==> src/rtl/noc_flit_ni.sv <==
// GPU-to-NoC network interface: TX/RX flit FIFOs, INIT->UP link FSM.
// Define NI_STATS_EN to add tx_flit_count/rx_flit_count outputs.
`timescale 1ns/1ps

module noc_flit_ni_fifo #(
    parameter int DEPTH = 4,
    parameter int W     = 16
) (
    input  logic                     clk,
    input  logic                     rst_n,
    input  logic                     push,
    input  logic [W-1:0]             wdata,
    input  logic                     pop,
    output logic [W-1:0]             rdata,
    output logic [$clog2(DEPTH):0]   level
);
    localparam int AW = $clog2(DEPTH);
    localparam int LW = AW + 1;

    logic [W-1:0]  mem [DEPTH];
    logic [AW-1:0] wptr;
    logic [AW-1:0] rptr;

    // Storage is not reset; readers gate data with valid.
    always_ff @(posedge clk) begin
        if (push) mem[wptr] <= wdata;
    end

    always_ff @(posedge clk or negedge rst_n) begin
        if (!rst_n) begin
            wptr  <= '0;
            rptr  <= '0;
            level <= '0;
        end else begin
            if (push) wptr <= wptr + AW'(1);
            if (pop)  rptr <= rptr + AW'(1);
            unique case ({push, pop})
                2'b10:   level <= level + LW'(1);
                2'b01:   level <= level - LW'(1);
                default: level <= level;
            endcase
        end
    end

    assign rdata = mem[rptr];
endmodule

module noc_flit_ni #(
    parameter int NODE_ID     = 32,
    parameter int TX_DEPTH    = 4,
    parameter int RX_DEPTH    = 4,
    parameter int INIT_CYCLES = 8,
    parameter int DROP_W      = 8
) (
    input  logic                          ACLK,
    input  logic                          ARESETn,
    input  logic [15:0]                   loc_data_in,
    input  logic                          loc_valid_in,
    output logic                          loc_ready_out,
    output logic [15:0]                   loc_data_out,
    output logic                          loc_valid_out,
    input  logic                          loc_ready_in,
    output logic [15:0]                   link_data_out,
    output logic                          link_valid_out,
    input  logic                          link_ready_in,
    input  logic [15:0]                   link_data_in,
    input  logic                          link_valid_in,
    output logic                          link_ready_out,
    output logic                          link_up,
    output logic [DROP_W-1:0]             drop_count,
    output logic [$clog2(TX_DEPTH):0]     tx_level,
    output logic [$clog2(RX_DEPTH):0]     rx_level
`ifdef NI_STATS_EN
    ,
    output logic [15:0]                   tx_flit_count,
    output logic [15:0]                   rx_flit_count
`endif
);
    localparam int TLW   = $clog2(TX_DEPTH) + 1;
    localparam int RLW   = $clog2(RX_DEPTH) + 1;
    localparam int CNT_W = $clog2(INIT_CYCLES + 1);
    localparam logic [5:0] MY_ID = 6'(NODE_ID);

    typedef enum logic {S_INIT, S_UP} state_t;

    state_t            state;
    state_t            state_nx;
    logic [CNT_W-1:0]  init_cnt;
    logic              up;

    always_ff @(posedge ACLK or negedge ARESETn) begin
        if (!ARESETn) state <= S_INIT;
        else          state <= state_nx;
    end

    always_comb begin
        state_nx = state;
        unique case (state)
            S_INIT: if (init_cnt == CNT_W'(INIT_CYCLES - 1)) state_nx = S_UP;
            S_UP:   state_nx = S_UP;
            default: state_nx = S_INIT;
        endcase
    end

    always_comb begin
        up = 1'b0;
        unique case (state)
            S_UP:    up = 1'b1;
            default: up = 1'b0;
        endcase
    end

    always_ff @(posedge ACLK or negedge ARESETn) begin
        if (!ARESETn)           init_cnt <= '0;
        else if (state == S_INIT) init_cnt <= init_cnt + CNT_W'(1);
    end

    assign link_up = up;

    logic        tx_push;
    logic        tx_pop;
    logic [15:0] tx_head;

    assign loc_ready_out  = up && (tx_level != TLW'(TX_DEPTH));
    assign link_valid_out = up && (tx_level != '0);
    assign tx_push        = loc_valid_in && loc_ready_out;
    assign tx_pop         = link_valid_out && link_ready_in;
    assign link_data_out  = link_valid_out ? tx_head : '0;

    noc_flit_ni_fifo #(.DEPTH(TX_DEPTH), .W(16)) u_tx_fifo (
        .clk   (ACLK),
        .rst_n (ARESETn),
        .push  (tx_push),
        .wdata (loc_data_in),
        .pop   (tx_pop),
        .rdata (tx_head),
        .level (tx_level)
    );

    logic        link_xfer;
    logic        rx_hit;
    logic        rx_push;
    logic        rx_pop;
    logic [15:0] rx_head;

    // Ready ignores the address so misrouted flits are always drained.
    assign link_ready_out = up && (rx_level != RLW'(RX_DEPTH));
    assign link_xfer      = link_valid_in && link_ready_out;
    assign rx_hit         = (link_data_in[15:10] == MY_ID);
    assign rx_push        = link_xfer && rx_hit;
    assign loc_valid_out  = up && (rx_level != '0);
    assign rx_pop         = loc_valid_out && loc_ready_in;
    assign loc_data_out   = loc_valid_out ? rx_head : '0;

    noc_flit_ni_fifo #(.DEPTH(RX_DEPTH), .W(16)) u_rx_fifo (
        .clk   (ACLK),
        .rst_n (ARESETn),
        .push  (rx_push),
        .wdata (link_data_in),
        .pop   (rx_pop),
        .rdata (rx_head),
        .level (rx_level)
    );

    always_ff @(posedge ACLK or negedge ARESETn) begin
        if (!ARESETn)
            drop_count <= '0;
        else if (link_xfer && !rx_hit && (drop_count != '1))
            drop_count <= drop_count + DROP_W'(1);
    end

`ifdef NI_STATS_EN
    always_ff @(posedge ACLK or negedge ARESETn) begin
        if (!ARESETn) begin
            tx_flit_count <= '0;
            rx_flit_count <= '0;
        end else begin
            if (tx_pop)  tx_flit_count <= tx_flit_count + 16'd1;
            if (rx_push) rx_flit_count <= rx_flit_count + 16'd1;
        end
    end
`endif
endmodule

==> config.mk <==
export PLATFORM = sky130hd
export DESIGN_NAME = noc_flit_ni
export DESIGN_NICKNAME = d
export VERILOG_FILES = /design/src/rtl/noc_flit_ni.sv
export SDC_FILE = /design/constraint.sdc
export NUM_CORES = 1
export LEC_CHECK = 0
export ABC_AREA = 1
export BUFFER_PORTS_ARGS = -buffer_cell sky130_fd_sc_hd__buf_2
export CAP_MARGIN = 20
export CORE_MARGIN = 4
export CORE_UTILIZATION = 30
export CTS_BUF_LIST = sky130_fd_sc_hd__clkbuf_4 sky130_fd_sc_hd__clkbuf_8 sky130_fd_sc_hd__clkbuf_16
export CTS_CLUSTER_SIZE = 25
export DETAILED_ROUTE_END_ITERATION = 16
export HOLD_SLACK_MARGIN = 0.08
export PLACE_DENSITY_LB_ADDON = 0.25
export SLEW_MARGIN = 10
export SYNTH_ARGS = -nofsm -noshare
export SYNTH_HDL_FRONTEND = slang
export SYNTH_SLANG_ARGS = --single-unit
==> constraint.sdc <==
create_clock -name ACLK -period 5.3 [get_ports ACLK]
set_clock_uncertainty 0.15 [all_clocks]
set_input_delay 0.53 -clock ACLK [delete_from_list [all_inputs] [get_ports ACLK]]
set_output_delay 0.53 -clock ACLK [all_outputs]
set_load 0.05 [all_outputs]
Yosys cells after proc, flatten, opt, wreduce, memory -nomap -nowiden
Memories as Yosys holds them, arrays and structs flattened.
Index checks and enable logic that the tools add are counted.
{"block": "op_classes", "eq_ne": 9, "n_reduce_logical": 16, "n_bitwise": 1, "addsub": 10, "muxes": 11}
{"op": "two-way mux 16 bit", "count": 2}
{"op": "case mux 3 bit (2 select lines)", "count": 2}
{"op": "logical AND 1 bit", "count": 11}
{"op": "adder 2 x 1 -> 2 bit, second input constant", "count": 4}
{"op": "adder 8 x 1 -> 8 bit, second input constant", "count": 1}
{"op": "!= test 8 bit, second input constant", "count": 1}
{"op": "adder 3 x 1 -> 3 bit, second input constant", "count": 2}
{"op": "== test 6 bit, second input constant", "count": 1}
{"op": "two-way mux 1 bit", "count": 6}
{"op": "!= test 3 bit, second input constant", "count": 2}
{"op": "nonzero test 3 bit", "count": 2}
{"op": "subtractor 3 x 1 -> 3 bit, second input constant", "count": 2}
{"op": "adder 4 x 1 -> 4 bit, second input constant", "count": 1}
{"op": "== test 2 x 1 -> 1 bit, second input constant", "count": 2}
{"op": "== test 2 bit, second input constant", "count": 2}
{"op": "== test 4 x 3 -> 1 bit, second input constant", "count": 1}
{"op": "nonzero test 2 bit", "count": 2}
{"op": "case mux 1 bit (2 select lines)", "count": 1}
{"op": "logical NOT 1 bit", "count": 1}
{"op": "inverter 1 bit", "count": 1}
{"block": "word_totals", "ram_bits": 128, "n_memories": 2, "out_inout_bits": 51, "reg_bits": 27, "input_bits": 38}
{"name": "u_rx_fifo.mem", "depth": 4, "width": 16, "rd": 1, "rd_ports_with_merged_regs": 0, "write_ports": 1, "line": "20", "source": "logic [W-1:0] mem [DEPTH];"}
{"name": "u_tx_fifo.mem", "depth": 4, "width": 16, "rd": 1, "rd_ports_with_merged_regs": 0, "write_ports": 1, "line": "20"}

Longest topological paths before layout
Gate-level depths: netlist (run 1).
{"block": "logic_depth", "depth_word": 6, "mapped_depth": 12, "depth_no_buf": 12}

By module
Synthesis (run 1) repeated with hierarchy kept, for this count alone.
{"block": "hier_totals", "hier_cells": 643, "hier_area_um2": 7564.8}
{"mod": "noc_flit_ni_fifo", "cells_per_inst": 233, "area_per_inst_um2": 3199.3, "instances": 2, "seq_area_each_um2": 2097.0}
{"mod": "noc_flit_ni", "cells_per_inst": 177, "area_per_inst_um2": 1166.1, "instances": 1, "seq_area_each_um2": 325.3}

Least setup slack after synthesis (run 1)
No wires, ideal clock.
{"block": "synth_path", "kind": "register to output", "startpoint": "register u_tx_fifo.level[0]", "endpoint": "output port link_data_out[10]", "path_buffers": 1, "arrival_time_ns": 1.956, "path_stages_with_launch": 6, "slack_ns": 2.664, "cell_sequence": "dfrtp_1 inv_2 nand3_1 nand2_2 buf_2 a21oi_1"}
{"block": "synth_between", "elab_chain_len": 3}
{"element": "from (decl)", "line": "15", "source": "output logic [$clog2(DEPTH):0] level"}
{"element": "from (signal assigned)", "line": "38", "source": "2'b10: level <= level + LW'(1);"}
{"element": "from (signal assigned)", "line": "39", "source": "2'b01: level <= level - LW'(1);"}
{"element": "from (signal assigned)", "line": "40", "source": "default: level <= level;"}
{"element": "nonzero test 3 bit", "line": "125", "source": "assign link_valid_out = up && (tx_level != '0);"}
{"element": "logical AND 1 bit", "line": "125"}
{"element": "two-way mux 16 bit", "line": "128", "source": "assign link_data_out = link_valid_out ? tx_head : '0;"}
{"element": "to (decl)", "line": "63", "source": "output logic [15:0] link_data_out,"}
No other way between the ends.

Final worst setup path (run 1)
{"block": "layout_path", "startpoint": "register u_tx_fifo.rptr[1]", "endpoint": "output port link_data_out[1]"}
{"block": "layout_between", "elab_chain_len": 2}
{"element": "from (decl)", "line": "22", "source": "logic [AW-1:0] rptr;"}
{"element": "from (signal assigned)", "line": "36", "source": "if (pop) rptr <= rptr + AW'(1);"}
{"element": "memory read (4 x 16 bit)"}
{"element": "two-way mux 16 bit", "line": "128"}
No other way between the ends.

==> results.py, run 1 <==
metrics = {
    "route": {
        "drt_iter0_markers": 255,
        "routedWlPerCell_um": 15.1,
        "dr.pass1.iters": 4,
        "ant_nets": 0,
        "drcViolationCount": 0,
        "drt-total-wl_um": 14400,
        "vias": 4338,
        "vias_per_cell": 4.54,
    },
    "placement": {
        "gp_congestion": 0.769,
        "dp.cells": 920,
        "dp_hpwl_um": 9380,
        "port_buffers": 88,
    },
    "logic_synthesis": {
        "syn-num-nets": 626,
        "ys_types": 28,
        "seq_area_frac_synth": 0.680,
        "netlist_instances": 574,
        "yosysWarnings": 0,
        "synth_area_leaders": "edfxtp_1, dfrtp_1, nor2_1",
        "syn-cell-area_um2": 6640,
        "synth_top_cell_area_share": 0.579,
        "yosysTopAreaCell": "edfxtp_1",
        "synth_area_per_cell_um2": 11.6,
        "synth-seq-cells": 155,
    },
    "sta": {
        "rsz0062_at_grt": "no",
        "tightest_slew_ns": 1.01,
        "max_freq_mhz": 321,
        "setup_tns_ns": 0,
        "period_share": 0.588,
        "final.min_clock_period_ns": 3.12,
        "setup_viol": 0,
        "fin_hold_ws_ns": 0.169,
        "slew_headroom": 0.326,
        "slew_viol_final": 0,
        "finalHoldViolCount": 0,
    },
    "setup_path": {
        "r2r_end": "u_rx_fifo.level[2]",
        "critPathLaunchType": "flop",
        "crit_path_max_incr_delay_ns": 0.86,
        "critPathCaptureType": "output port",
        "timing.rr.start": "state",
        "crit_start": "u_tx_fifo.rptr[1]",
        "required_ns": 4.62,
        "cp_slowest_cell": "dfrtp_1",
        "crit_chain": "inv_2 -> nor2_1 -> o21ai_0 -> a21oi_1 -> buf_2",
        "cp.arrival_ns": 2.44,
        "r2r_cells": 8,
        "path_max_fanout": 18,
        "cp-endpoint": "link_data_out[1]",
        "reg2reg_slack_ns": 2.68,
        "critPathKind": "flop to output port",
    },
    "cells_and_area": {
        "drive_gt1_frac": 0.231,
        "fin_cells": 955,
        "nets": 713,
        "final_common_cell": "nor2_1",
        "fillCellCount": 2118,
        "area_delta_synth_final_pct": 18.9,
        "most-common-layout-cells": "nor2_1, edfxtp_1, buf_2, nand2_1, o21ai_1",
    },
    "clocking": {
        "cts_setup_buffers": 0,
        "cts_tree": "yes",
        "cts_max_level": 4,
        "cts.reportedPaths.clkPinSlew_ns": 0.06,
        "cts-buffers-inserted": 17,
        "clockBufferDepth": 2,
        "cts_sinks": 155,
        "clk_latency_ns": 0.42,
        "cts_root_buf": "clkbuf_16",
    },
    "die": {
        "start_util": 0.304,
        "die_w_um": 157,
        "coreArea_um2": 21800,
        "chipHeight_um": 157,
        "io_pins": 89,
        "dieArea_um2": 24600,
        "num_rows": 54,
    },
    "global_route": {
        "grt_pass1_vias": 4482,
        "antenna_found_initial": 2,
        "grt-ovfl-total": 0,
        "grt_pass1_wl_um": 23100,
        "grt.total_usage": 0.121,
        "grt_max_degree": 37,
    },
    "power_and_ir_drop": {
        "cellPowerDensity_nw_per_um2": 642,
        "leakagePower_nw": 3.04,
        "ir_worst_vdd_v": 0.000360,
    },
    "flow_run": {
        "max_cap_viol_count": 0,
    },
    "worst_hold_path": {
        "hp-start": "loc_data_in[9]",
        "hold_depth": 1,
        "hold_class": "input port to flop",
    },
    "outcome": {
        "status": "finished clean",
    },
}
==> where the power goes <==
group	internal [mW]	switching, mW
clock network	0.652	0.501
logic	0.543	1.73
registers	1.50	0.147
==> cell families after synthesis <==
group,count (synthesis),share of synthesized area
xor gates and xnor gates,13,0.0171
AOI/OAI and AO/OA,107,0.0808
and+or+nand+nor,222,0.147
buffers and inverters,63,0.0458
DFF,155,0.680
adders and majority gates,14,0.0286
==> worst max-delay path: cells and delay by family (launching register included) <==
kind	cells	cell delay, ns
flops	1	0.86
buf+inv	2	0.67
compound gates	2	0.32
simple gates	1	0.17
==> metrics by stage <==
| stage | power [mW] | instance area (µm²) | setup WS, ns | utilization |
|---|---|---|---|---|
| final | 5.07 | 7900 | 2.18 | 0.362 |
| after global routing | 5.39 | 7900 | 2.02 | 0.362 |
| after CTS | 5.11 | 7870 | 1.87 | 0.361 |
| after detailed placement | 3.94 | 7300 | 2.32 | 0.334 |
| after global placement | 3.90 | 7300 | 2.48 | 0.334 |
| after floorplan | 3.44 | 6640 | 2.66 | - |
==> state kept, by name, summed over array words and instances (netlist names), 3 cells and up <==
name and flops:
u_rx_fifo.level 3, u_rx_fifo.mem 64, u_tx_fifo.mem 64, init_cnt 4
u_tx_fifo.level 3, drop_count 8
==> layer usage <==
metal	routed length [µm]	part of all wire	global-route usage
met2	7100	0.49	0.201
met4	223	0.015	0.0421
met3	821	0.057	0.0401
met5	21	0.0015	0
met1	6230	0.43	0.149
==> how the worst min path moves through the flow <==
| stage | slack, ns | endpoint |
|---|---|---|
| finish | 0.17 | u_tx_fifo.mem[1][9] |
| global route | 0.15 | u_tx_fifo.mem[1][8] |
| CTS | 0.15 | u_tx_fifo.mem[1][9] |
| detailed placement | 0.34 | init_cnt[0] |
| global placement | 0.33 | init_cnt[0] |
| floorplan | 0.08 | drop_count[0] |
==> repair_timing <==
item | CTS | global route
resized for setup | 0 | 0
hold buffers | 1 | 0
endpoints found under the hold margin | 27 | 0
==> final cells by class <==
| cell class | instances | area [µm²] | area share |
|---|---|---|---|
| clock inverters | 15 | 136 | 0.0173 |
| well taps | 280 | 350 | 0.0444 |
| diodes | 1 | 2.50 | 0.000317 |
| clock buffers | 17 | 425 | 0.0539 |
| repair buffers | 91 | 485 | 0.0615 |
| flip-flops and latches | 155 | 4520 | 0.572 |
| multi-input cells | 356 | 1830 | 0.231 |
| inverters | 40 | 150 | 0.0190 |
==> synth_stat cells <==
cell type and number:
a21oi_1 36, a31oi_1 1, buf_2 3, buf_4 13
buf_6 1, clkbuf_2 6, dfrtp_1 27, edfxtp_1 128
fa_1 2, ha_1 12, inv_1 28, inv_2 12
nand2_1 46, nand2_2 5, nand2_4 2, nand3_1 14
nand3_2 2, nand3_4 1, nand3b_1 1, nand4_1 1
nor2_1 139, nor2_2 5, nor2_4 5, nor2_8 1
o21ai_0 27, o21ai_1 43, xnor2_1 5, xor2_1 8
Power figures use the tool's default switching activity.
==> run 2, diff against run 1 <==
--- a/config.mk
+++ b/config.mk
@@ -5,7 +5,7 @@
 export SDC_FILE = /design/constraint.sdc
 export NUM_CORES = 1
 export LEC_CHECK = 0
-export ABC_AREA = 1
+export ABC_AREA = 0
 export BUFFER_PORTS_ARGS = -buffer_cell sky130_fd_sc_hd__buf_2
 export CAP_MARGIN = 20
 export CORE_MARGIN = 4
==> constraint.sdc (replaced) <==
create_clock -name ACLK -period 3.2 [get_ports ACLK]
set_clock_uncertainty 0.15 [all_clocks]
set_input_delay 0.32 -clock ACLK [delete_from_list [all_inputs] [get_ports ACLK]]
set_output_delay 0.32 -clock ACLK [all_outputs]
set_load 0.05 [all_outputs]
==> run 2 against run 1 <==
Combinational power rose by 43%. Total power rose by 54%. Die area decreased by 2.9%. Design area is 2.6% higher. Core utilization is 2.2 points higher. Worst setup slack lost 1.7 ns. Via count decreased by 22%. Routed wire length down 13%. Largest power group unchanged.
==> results.py, run 2 <==
metrics = {
    "logic_synthesis": {
        "syn-num-nets": 383,
        "yosysTopAreaCell": "edfxtp_1",
        "synth_area_per_cell_um2": 19.5,
        "netlist_instances": 331,
        "synthTopCellsByCount": "edfxtp_1, and2_1, dfrtp_1, mux4_1, xnor2_1",
        "seq_area_frac_synth": 0.702,
        "synth-seq-cells": 155,
        "ys_types": 36,
        "synth-edff-count": 128,
        "yosysWarnings": 0,
        "synthFlopType": "edfxtp_1",
        "yosys.cell_count.top_type": "edfxtp_1",
        "async_reset_ff_frac": 0.174,
        "syn-cell-area_um2": 6440,
        "synth_top_cell_area_share": 0.597,
        "synth_area_leaders": "edfxtp_1, mux4_1, dfrtp_1",
    },
    "sta": {
        "setup_viol": 0,
        "setup_tns_ns": 0,
        "layout_setup_ws_ns": 0.465,
        "period_share": 0.855,
        "max_freq_mhz": 366,
        "slew_viol_final": 0,
        "fin_hold_ws_ns": 0.125,
        "tightest_slew_ns": 0.824,
        "finalHoldViolCount": 0,
        "slew_headroom": 0.450,
        "rsz0062_at_grt": "no",
        "final.min_clock_period_ns": 2.73,
    },
    "clocking": {
        "ctsResizeCount": 0,
        "cts_tree": "yes",
        "clk_latency_ns": 0.41,
        "cts_setup_buffers": 0,
        "cts-buffers-inserted": 17,
        "cts_root_buf": "clkbuf_16",
        "cts_max_level": 4,
        "cts.reportedPaths.clkPinSlew_ns": 0.07,
        "cts_hold_buf": 33,
        "clockBufferDepth": 2,
        "cts_sinks": 155,
    },
    "global_route": {
        "grt-ovfl-total": 0,
        "grt.total_usage": 0.108,
        "antenna_found_initial": 0,
        "grt_pass1_wl_um": 19700,
        "grt_pass1_vias": 3614,
        "grt_max_degree": 28,
    },
    "cells_and_area": {
        "diodes": 0,
        "regArea_um2": 4520,
        "area_delta_synth_final_pct": 25.8,
        "multi_input_area_um2": 1770,
        "nets": 525,
        "reg_top3": "u_rx_fifo.mem x64, u_tx_fifo.mem x64, drop_count x8",
        "final_common_cell": "edfxtp_1",
        "drive_gt1_frac": 0.309,
        "fillCellCount": 1988,
        "most-common-layout-cells": "edfxtp_1, buf_2, and2_1, dlygate4sd3_1",
        "fin_util": 0.384,
    },
    "die": {
        "start_util": 0.305,
        "io_pins": 89,
        "dieArea_um2": 23900,
        "chipHeight_um": 155,
        "die_w_um": 155,
        "coreArea_um2": 21100,
        "num_rows": 53,
    },
    "route": {
        "ant_nets": 0,
        "vias_per_cell": 4.44,
        "drcViolationCount": 0,
        "drt-total-wl_um": 12500,
        "dr.pass1.iters": 4,
        "routedWlPerCell_um": 16.4,
        "drt_iter0_markers": 106,
        "vias": 3381,
    },
    "power_and_ir_drop": {
        "p_clk_frac": 0.232,
        "power.internal_mw": 4.56,
        "p_total_mw": 7.83,
        "combPwrFrac": 0.415,
        "power.switching_mw": 3.27,
        "sw_frac_of_total": 0.418,
        "leakagePower_nw": 3.06,
        "ir_worst_vdd_v": 0.000577,
        "cellPowerDensity_nw_per_um2": 966,
        "seqPwrFrac": 0.353,
    },
    "setup_path": {
        "cp_top_family": "flip-flops",
        "critPathCaptureType": "output port",
        "critPathBufInv": 2,
        "cp.arrival_ns": 2.26,
        "critPathLaunchType": "flop",
        "crit_path_max_incr_delay_ns": 0.68,
        "crit_chain": "buf_12 -> mux4_1 -> and2_1 -> buf_2",
        "cp_slowest_cell": "dfrtp_1",
        "critPathKind": "flop to output port",
        "path_max_fanout": 10,
        "required_ns": 2.73,
    },
    "flow_run": {
        "max_cap_viol_count": 0,
    },
    "placement": {
        "post-place-ws_ns": 0.729,
        "dp_hpwl_um": 8100,
        "gp_congestion": 0.683,
        "port_buffers": 88,
    },
    "worst_hold_path": {
        "hold_class": "input port to flop",
    },
    "outcome": {
        "status": "finished clean",
    },
}
==> run 2: changes by cell type after synthesis, sizes merged, moves of 4 or more <==
cell and delta:
nand3 -15, xnor2 +9, clkbuf -4, nor2 -144, o21ai -68, a21oi -36
buf -10, mux4 +32, and2 +39, and3 +6, mux2 +4, nand2 -43
inv -26
==> run 2: worst register-to-register path: cells and delay by family (launching register included) <==
kind                     cells  cell delay (ns)
XOR/XNOR                     2             0.28
AO/OA/AOI/OAI                1             0.18
AND/OR/NAND/NOR              2             0.36
buffers and inverters        2             0.25
flip-flops                   1             0.51
adder cells (fa/ha/maj)      2             0.59
==> run 2: metal layers <==
metal,up-vias,GRT usage,wire length (µm)
met5,-,0,0
met4,0,0.0366,180
met3,13,0.0308,432
met2,62,0.175,6130
met1,1731,0.141,5730
li1,1575,-,-
==> run 2: cell type report <==
cell class / count / share of cell area
inverter: 14 / 0.00649
multi-input combinational: 152 / 0.219
clock inverter: 15 / 0.0139
sequential: 155 / 0.558
timing repair buffer: 133 / 0.108
tap: 275 / 0.0425
clock buffer: 17 / 0.0525
==> run 2: worst paths after layout <==
| check | startpoint | to | slack [ns] | cells after the start |
|---|---|---|---|---|
| worst max-delay path | u_rx_fifo.rptr[0] | loc_data_out[3] | 0.47 | 4 |
| worst min-delay path | link_ready_in | u_tx_fifo.rptr[0] | 0.13 | 3 |
| worst max register to register | state | u_rx_fifo.level[2] | 0.80 | 9 |
| worst min register to register | init_cnt[3] | init_cnt[3] | 0.33 | 1 |
| max in group asynchronous | ARESETn | u_rx_fifo.rptr[1] | 2.14 | 2 |
| min in group asynchronous | ARESETn | u_rx_fifo.level[0] | 0.32 | 2 |
==> run 2: cell families (layout without fill, tap and decap cells) <==
family | count (synthesis) | count (layout) | synth area share
XOR/XNOR | 20 | 20 | 0.0272
multiplexers | 38 | 38 | 0.138
AO/OA/AOI/OAI | 6 | 6 | 0.0117
AND/OR/NAND/NOR | 74 | 74 | 0.0684
flip-flops | 155 | 155 | 0.702
buffers and inverters | 24 | 179 | 0.0235
adder cells (fa/ha/maj) | 14 | 14 | 0.0295
==> run 2: power by group through the flow <==
stage | clock, mW | sequential (mW) | combinational [mW]
6_report | 1.81 | 2.76 | 3.25
5_1_grt | 1.98 | 2.81 | 3.47
4_1_cts | 1.88 | 2.77 | 3.32
3_3_place_gp | 0 | 2.80 | 3.25
3_5_place_dp | 0 | 2.82 | 3.28
2_1_floorplan | 0 | 2.93 | 2.39
==> run 2: stage by stage <==
stage                     instance area [µm²]  cells
final                                    8100    761
after global routing                     8100    761
after CTS                                8100    761
after detailed placement                 7230    696
after global placement                   7230    696
after floorplan                          6440    331
